### src/rtl/nibble_serial_addsub.sv
// Nibble-serial 16-bit adder/subtractor: one 4-bit slice per cycle, either as one
// carry-chained 16-bit op or as four independent saturating signed 4-bit lanes.
module nibble_serial_addsub (
  input  logic        clk,
  input  logic        rst_n,
  input  logic        start,
  input  logic [15:0] a,
  input  logic [15:0] b,
  input  logic        sub,
  input  logic        pad,
  output logic        busy,
  output logic        done,
  output logic [15:0] result,
  output logic        flag_z,
  output logic        flag_v,
  output logic        flag_n
);

  typedef enum logic [1:0] {IDLE, RUN, DONE} state_t;

  state_t      state;
  logic [1:0]  idx;
  logic        carry;
  logic [15:0] op_a;
  logic [15:0] op_b;
  logic        op_sub;
  logic        op_pad;
  logic [11:0] acc;

  logic [3:0]  a_nib;
  logic [3:0]  b_nib;
  logic        cin;
  logic [4:0]  sum;
  logic        lane_ovf;
  logic [3:0]  lane;
  logic [15:0] full;
  logic        v16;

  // NOTE: every always_comb output gets a default first so no path can infer a latch.
  always_comb begin
    a_nib    = op_a[{idx, 2'b00} +: 4];
    b_nib    = op_b[{idx, 2'b00} +: 4] ^ {4{op_sub}};
    cin      = (op_pad || idx == 2'd0) ? op_sub : carry;
    sum      = {1'b0, a_nib} + {1'b0, b_nib} + {4'b0000, cin};
    lane_ovf = (a_nib[3] == b_nib[3]) && (sum[3] != a_nib[3]);
    lane     = sum[3:0];
    if (op_pad && lane_ovf) begin
      lane = a_nib[3] ? 4'h8 : 4'h7;
    end
    full = {lane, acc};
    // Signed overflow of the whole word, judged on the final (index-3) slice.
    if (op_sub) v16 = (op_a[15] != op_b[15]) && (lane[3] != op_a[15]);
    else        v16 = (op_a[15] == op_b[15]) && (lane[3] != op_a[15]);
  end

  // NOTE: state registers use non-blocking assignments so every flop samples pre-edge values.
  always_ff @(posedge clk or negedge rst_n) begin
    if (!rst_n) begin
      state  <= IDLE;
      idx    <= 2'd0;
      carry  <= 1'b0;
      op_a   <= 16'h0000;
      op_b   <= 16'h0000;
      op_sub <= 1'b0;
      op_pad <= 1'b0;
      acc    <= 12'h000;
      busy   <= 1'b0;
      done   <= 1'b0;
      result <= 16'h0000;
      flag_z <= 1'b0;
      flag_v <= 1'b0;
      flag_n <= 1'b0;
    end else begin
      case (state)
        IDLE: begin
          done <= 1'b0;
          if (start) begin
            op_a   <= a;
            op_b   <= b;
            op_sub <= sub;
            op_pad <= pad;
            idx    <= 2'd0;
            carry  <= 1'b0;
            busy   <= 1'b1;
            state  <= RUN;
          end
        end
        RUN: begin
          acc   <= {lane, acc[11:4]};
          carry <= sum[4];
          idx   <= idx + 2'd1;
          if (idx == 2'd3) begin
            result <= full;
            if (!op_pad) begin
              flag_z <= (full == 16'h0000);
              flag_n <= full[15];
              flag_v <= v16;
            end
            done  <= 1'b1;
            state <= DONE;
          end
        end
        DONE: begin
          done  <= 1'b0;
          busy  <= 1'b0;
          state <= IDLE;
        end
        default: begin
          busy  <= 1'b0;
          done  <= 1'b0;
          state <= IDLE;
        end
      endcase
    end
  end

endmodule

### config.mk
export PLATFORM = sky130hd
export DESIGN_NAME = nibble_serial_addsub
export DESIGN_NICKNAME = d
export VERILOG_FILES = /design/src/rtl/nibble_serial_addsub.sv
export SDC_FILE = /design/constraint.sdc
export NUM_CORES = 1
export LEC_CHECK = 0
export BUFFER_PORTS_ARGS = -buffer_cell sky130_fd_sc_hd__buf_2
export CORE_MARGIN = 8
export CORE_UTILIZATION = 50
export DETAILED_ROUTE_END_ITERATION = 12
export MAX_ROUTING_LAYER = met4
export PLACE_DENSITY = 0.72
export SKIP_CTS_REPAIR_TIMING = 1
export SLEW_MARGIN = 20
export SYNTH_ARGS = -nofsm -noshare
export SYNTH_HDL_FRONTEND = slang
export SYNTH_SLANG_ARGS = --single-unit
### constraint.sdc
create_clock -name clk -period 5.8 [get_ports clk]
set_clock_uncertainty 0.1 [all_clocks]
set_input_delay 0.58 -clock clk [delete_from_list [all_inputs] [get_ports clk]]
set_output_delay 0.58 -clock clk [all_outputs]
set_load 0.01 [all_outputs]
==> impl_metrics.py, run 1 <==
metrics = {
    "outcome": {
        "status": "finished, final reports clean",
    },
    "clocking": {
        "cts_buffer_depth": 2,
        "cts_root_buf": "clkbuf_8",
        "cts-buffers-inserted": 9,
        "clkTransAtPathRegs_ns": 0.07,
        "htreeDepth": 3,
        "clk_latency_ns": 0.34,
        "cts_tree": "built",
        "cts_sinks": 72,
    },
    "logic_synthesis": {
        "synth_area_um2": 3390,
        "synth_most_common_cell": "dfrtp_1",
        "synthTopCellsByArea": "dfrtp_1 (53%), mux2_2 (16%), mux4_2 (4.7%)",
        "synth-async-reset-ratio": 1.00,
        "synth-seq-area-share": 0.532,
        "synth_cell_types": 47,
        "synth_flop_cell": "dfrtp_1",
        "synthTopCellsByCount": "dfrtp_1 (72), mux2_2 (47), nand2_1 (42), inv_1 (12)",
        "yosysTopAreaCellShare": 0.532,
        "syn_area_per_cell_um2": 12.6,
        "synth_warnings": 0,
        "yosysTopAreaCell": "dfrtp_1",
        "synth_cells": 268,
        "ys_seq_elements": 72,
        "synth_edf_count": 0,
        "synth_nets": 312,
    },
    "global_routing": {
        "grt_antenna_before_repair": 0,
        "grt_pass1_vias": 2357,
        "overflow": 0,
        "grt_pass1_wl_mm": 11.0,
        "grt.total_usage": 0.146,
        "grt_max_degree": 73,
    },
    "placement": {
        "portBuffers": 57,
        "placedInstanceArea_um2": 3730,
        "routabilityCongestion": 0.863,
        "hpwl_mm": 4.72,
    },
    "floorplan": {
        "die_w_um": 98.3,
        "die_h_um": 98.3,
        "dieArea_um2": 9670,
        "core_area_um2": 6680,
        "ios": 58,
        "start_util": 0.507,
        "rows": 30,
    },
    "min_path": {
        "worstHoldPathType": "in2async",
    },
    "sta": {
        "worst_pin_slew_ns": 0.885,
        "finalHoldViolCount": 0,
        "period_share": 0.610,
        "hold_ws_ns": 0.330,
        "grt_setup_unrepaired": "false",
        "fin_setup_tns_ns": 0,
        "post-route-min-period_ns": 3.54,
        "timing.fmax_ghz": 0.283,
        "maxSlewViolCount": 0,
        "maxSlewHeadroom": 0.410,
        "finalSetupViolCount": 0,
    },
    "final_layout": {
        "drive_gt1_frac": 0.409,
        "diodes": 0,
        "nNetsFinal": 369,
        "syn_to_final_growth_pct": 15.7,
        "fin_area_um2": 3920,
    },
    "detailed_routing": {
        "drc_errors": 0,
        "post_drt_via_cell_ratio": 5.44,
        "avgRoutedWirePerCell_um": 16.0,
        "dr_total_vias": 2218,
        "routed_wl_mm": 6.52,
        "drt-initial-drc-count": 74,
        "firstDrtPassIters": 4,
        "ant_nets": 0,
    },
    "worst_setup_path": {
        "cp-endpoint": "flag_z",
        "reg2reg_depth": 8,
        "worst_ep_required_time_ns": 5.92,
        "crit_fanout": 14,
        "start_kind": "register",
        "worstReg2RegStart": "idx[0]",
        "ff2ff_setup_slack_ns": 2.26,
        "cp-startpoint": "idx[0]",
        "cp.arrival_ns": 3.66,
        "crit_path_end_kind": "register",
        "critical_path_class": "reg2reg",
        "r2r-end": "flag_z",
    },
    "flow_run": {
        "maxCapViolCount": 0,
    },
}
-- critical path, stage by stage (launching register included) --
cell and delay (ns):
dfrtp_1 0.74, mux4_2 0.59, xnor2_1 0.16, fa_1 0.47, fa_1 0.45, xnor2_1 0.45, nor3_1 0.11, a211oi_2 0.27
o31ai_2 0.09
-- stage by stage --
step / std cells / util / worst slack, ns
2_1_floorplan: 268 / - / 2.65
3_3_place_gp: 394 / 0.558 / 2.33
3_5_place_dp: 394 / 0.558 / 2.27
4_1_cts: 408 / 0.587 / 2.23
5_1_grt: 408 / 0.587 / 1.98
6_report: 408 / 0.587 / 2.26
-- final cells by class --
class                   count  area, um2
flip-flops and latches     72       1800
multi-input cells         171       1480
inverters                  12       45.0
repair buffers             59        300
clock inverters             3       42.5
fillers                   565       2760
clock buffers              11        151
well taps                  80        100
-- flip-flops by register name, indices dropped and copies added, names as in the netlist --
signal / cells
state: 2
busy: 1
done: 1
flag_v: 1
op_b: 16
acc: 12
op_a: 16
idx: 2
op_pad: 1
carry: 1
op_sub: 1
flag_z: 1
result: 16
flag_n: 1
-- layer usage --
layer,vias to the layer above,global-route usage,wire [um]
met5,-,-,0
met3,12,0.0455,323
met1,1091,0.174,2990
li1,1065,-,-
met4,0,0.0638,146
met2,50,0.223,3070
-- cells by family (layout without fill, tap and decap cells) --
logic type | Yosys count | count (layout) | share of synthesized area
DFF | 72 | 72 | 0.532
and+or+nand+nor | 67 | 67 | 0.0927
muxes | 57 | 57 | 0.216
AOI/OAI and AO/OA | 34 | 34 | 0.0805
buffers and inverters | 25 | 85 | 0.0332
adders and majority gates | 7 | 7 | 0.0303
xor gates and xnor gates | 6 | 6 | 0.0155
-- placed cells by master, fill, tap and decap left out, drive strengths merged, types with 2 or more instances in the layout --
master and count:
nand2 42, a2111oi 2, nand3b 2, mux2 47, dfrtp 72, mux2i 2, xor2 4, fa 2
o31ai 6, mux4 8, o21ai 8, a21oi 6, nor3 2, clkbuf 11, a21o 2, ha 5
nand4 2, nor4 3, xnor2 2, nor2 6, inv 12, nor2b 2, o211ai 2, buf 59
-- worst min-delay path by stage --
stage / end / slack [ns]
after CTS: op_a[10] / 0.35
after floorplan: acc[0] / 0.18
after global placement: busy / 0.36
after detailed placement: flag_n / 0.37
final: result[5] / 0.33
after global routing: op_pad / 0.36
Power of run 1 is not shown: default switching activity piles up to over one toggle a cycle in this logic, so the estimate is an artifact.
==> run 2, diff against run 1 <==
--- a/config.mk
+++ b/config.mk
@@ -10,7 +10,7 @@
 export CORE_UTILIZATION = 50
 export DETAILED_ROUTE_END_ITERATION = 12
 export MAX_ROUTING_LAYER = met4
-export PLACE_DENSITY = 0.72
+export PLACE_DENSITY = 0.75
 export SKIP_CTS_REPAIR_TIMING = 1
 export SLEW_MARGIN = 20
 export SYNTH_ARGS = -nofsm -noshare
==> constraint.sdc (replaced) <==
create_clock -name clk -period 3.19 [get_ports clk]
set_clock_uncertainty 0.1 [all_clocks]
set_input_delay 0.319 -clock clk [delete_from_list [all_inputs] [get_ports clk]]
set_output_delay 0.319 -clock clk [all_outputs]
set_load 0.01 [all_outputs]
==> run 2 against run 1 <==
  * Via count up 1.4%
  * Non-clock buffer count grew 8
  * Global-route usage increased by 1.3 points
  * Core utilization up 1.0 points
  * Fmax is 18% higher
  * Register-to-register slack got worse by 2.1 ns
  * Wire length grew 5.1%
  * Cell area is 1.8% higher
  * Worst setup slack worse by 2.1 ns
  * Final cell count grew 2.5%
  * Flip-flop and latch count did not move
  * Critical path type unchanged
  * Largest cell class unchanged
  * Highest routed layer unchanged
==> impl_metrics.py, run 2 (synthesis results as in run 1) <==
metrics = {
    "outcome": {
        "status": "finished, final reports clean",
    },
    "final_layout": {
        "fin_cells": 418,
        "post-route-util": 0.597,
        "syn_to_final_growth_pct": 17.7,
        "reg_top3": "op_a x16, op_b x16, result x16",
        "nFillCells": 557,
        "fin_area_um2": 3990,
        "layout_commonest_cell": "dfrtp_1",
        "drive_gt1_frac": 0.423,
        "diodes": 0,
        "mostFrequentLayoutCells": "dfrtp_1 (72), buf_2 (57), mux2_2 (47), nand2_1 (42), inv_1 (12)",
        "nNetsFinal": 377,
    },
    "worst_setup_path": {
        "crit_path_end_kind": "register",
        "start_kind": "register",
        "cp.arrival_ns": 3.16,
        "reg2reg_depth": 9,
        "critical_path_class": "reg2reg",
        "worst_ep_required_time_ns": 3.35,
        "crit_fanout": 4,
    },
    "global_routing": {
        "grt_antenna_before_repair": 0,
        "grt.total_usage": 0.159,
        "grt_pass1_vias": 2504,
        "grt_pass1_wl_mm": 12.0,
        "grt_max_degree": 41,
        "overflow": 0,
    },
    "floorplan": {
        "core_area_um2": 6680,
        "dieArea_um2": 9670,
        "die_w_um": 98.3,
        "ios": 58,
        "rows": 30,
        "die_h_um": 98.3,
        "start_util": 0.507,
    },
    "clocking": {
        "htreeDepth": 3,
        "clkTransAtPathRegs_ns": 0.08,
        "cts_buffer_depth": 2,
        "cts-buffers-inserted": 9,
        "cts_root_buf": "clkbuf_8",
        "cts_tree": "built",
        "cts_sinks": 72,
        "clk_latency_ns": 0.35,
    },
    "sta": {
        "finalSetupViolCount": 0,
        "grt_setup_unrepaired": "false",
        "worst_pin_slew_ns": 0.767,
        "post-route-min-period_ns": 3.00,
        "fin_setup_tns_ns": 0,
        "finalHoldViolCount": 0,
        "timing.fmax_ghz": 0.334,
        "maxSlewViolCount": 0,
        "maxSlewHeadroom": 0.487,
        "period_share": 0.939,
    },
    "placement": {
        "routabilityCongestion": 0.893,
        "portBuffers": 57,
        "placedInstanceArea_um2": 3780,
        "hpwl_mm": 5.10,
        "place_inst": 401,
    },
    "detailed_routing": {
        "post_drt_via_cell_ratio": 5.38,
        "drt-initial-drc-count": 49,
        "drc_errors": 0,
        "avgRoutedWirePerCell_um": 16.4,
        "firstDrtPassIters": 4,
        "ant_nets": 0,
        "routed_wl_mm": 6.86,
        "dr_total_vias": 2250,
    },
    "flow_run": {
        "maxCapViolCount": 0,
    },
    "min_path": {
        "whs_path_depth": 2,
        "worstHoldPathType": "in2reg",
    },
}
run 2: cell types whose count changed in the layout (fill, tap and decap cells not counted), sizes merged:
cell	previous run	this run
buf	59	66
clkinv	1	3
dlygate4sd3	0	1
run 2: final timing paths:
kind	start	end	slack (ns)
min	b[6]	op_b[6]	0.1
max reg2reg	idx[0]	flag_z	0.19
min reg2reg	flag_n	flag_n	0.38
max in group asynchronous	rst_n	idx[1]	2.15
max	idx[0]	flag_z	0.19
min in group asynchronous	rst_n	result[0]	0.43
run 2: critical path, stage by stage, from the launching register on:
cell       delay [ns]
dfrtp_1          0.38
mux4_2           0.52
xnor2_1          0.16
fa_2             0.41
fa_1             0.43
xnor2_1          0.15
buf_4            0.15
a2111oi_4        0.32
a211oi_2         0.08
o31ai_2          0.21
run 2: metrics by stage:
| stage | hold WS [ns] | setup WS [ns] |
|---|---|---|
| after global routing | 0.0939 | 0.0199 |
| final | 0.0984 | 0.194 |
| after CTS | -0.102 | 0.133 |
| after global placement | 0.271 | 0.194 |
| after detailed placement | 0.277 | 0.170 |
| after floorplan | -0.0766 | 0.0447 |
run 2: cell type report:
| class | instances | area [um2] | share of cell area |
|---|---|---|---|
| clock inverters | 5 | 56.3 | 0.0141 |
| multi-input cells | 171 | 1480 | 0.372 |
| inverters | 12 | 45.0 | 0.0113 |
| repair buffers | 67 | 363 | 0.0909 |
| clock buffers | 11 | 141 | 0.0354 |
| well taps | 80 | 100 | 0.0251 |
| flip-flops and latches | 72 | 1800 | 0.452 |
run 2: per-layer routing:
| layer | vias up | global-route usage | share of wire |
|---|---|---|---|
| li1 | 1077 | - | - |
| met1 | 1098 | 0.195 | 0.45 |
| met2 | 60 | 0.234 | 0.47 |
| met3 | 15 | 0.0434 | 0.047 |
| met4 | 0 | 0.0874 | 0.032 |
| met5 | - | - | 0 |
Power of run 2 is left out for the same reason.
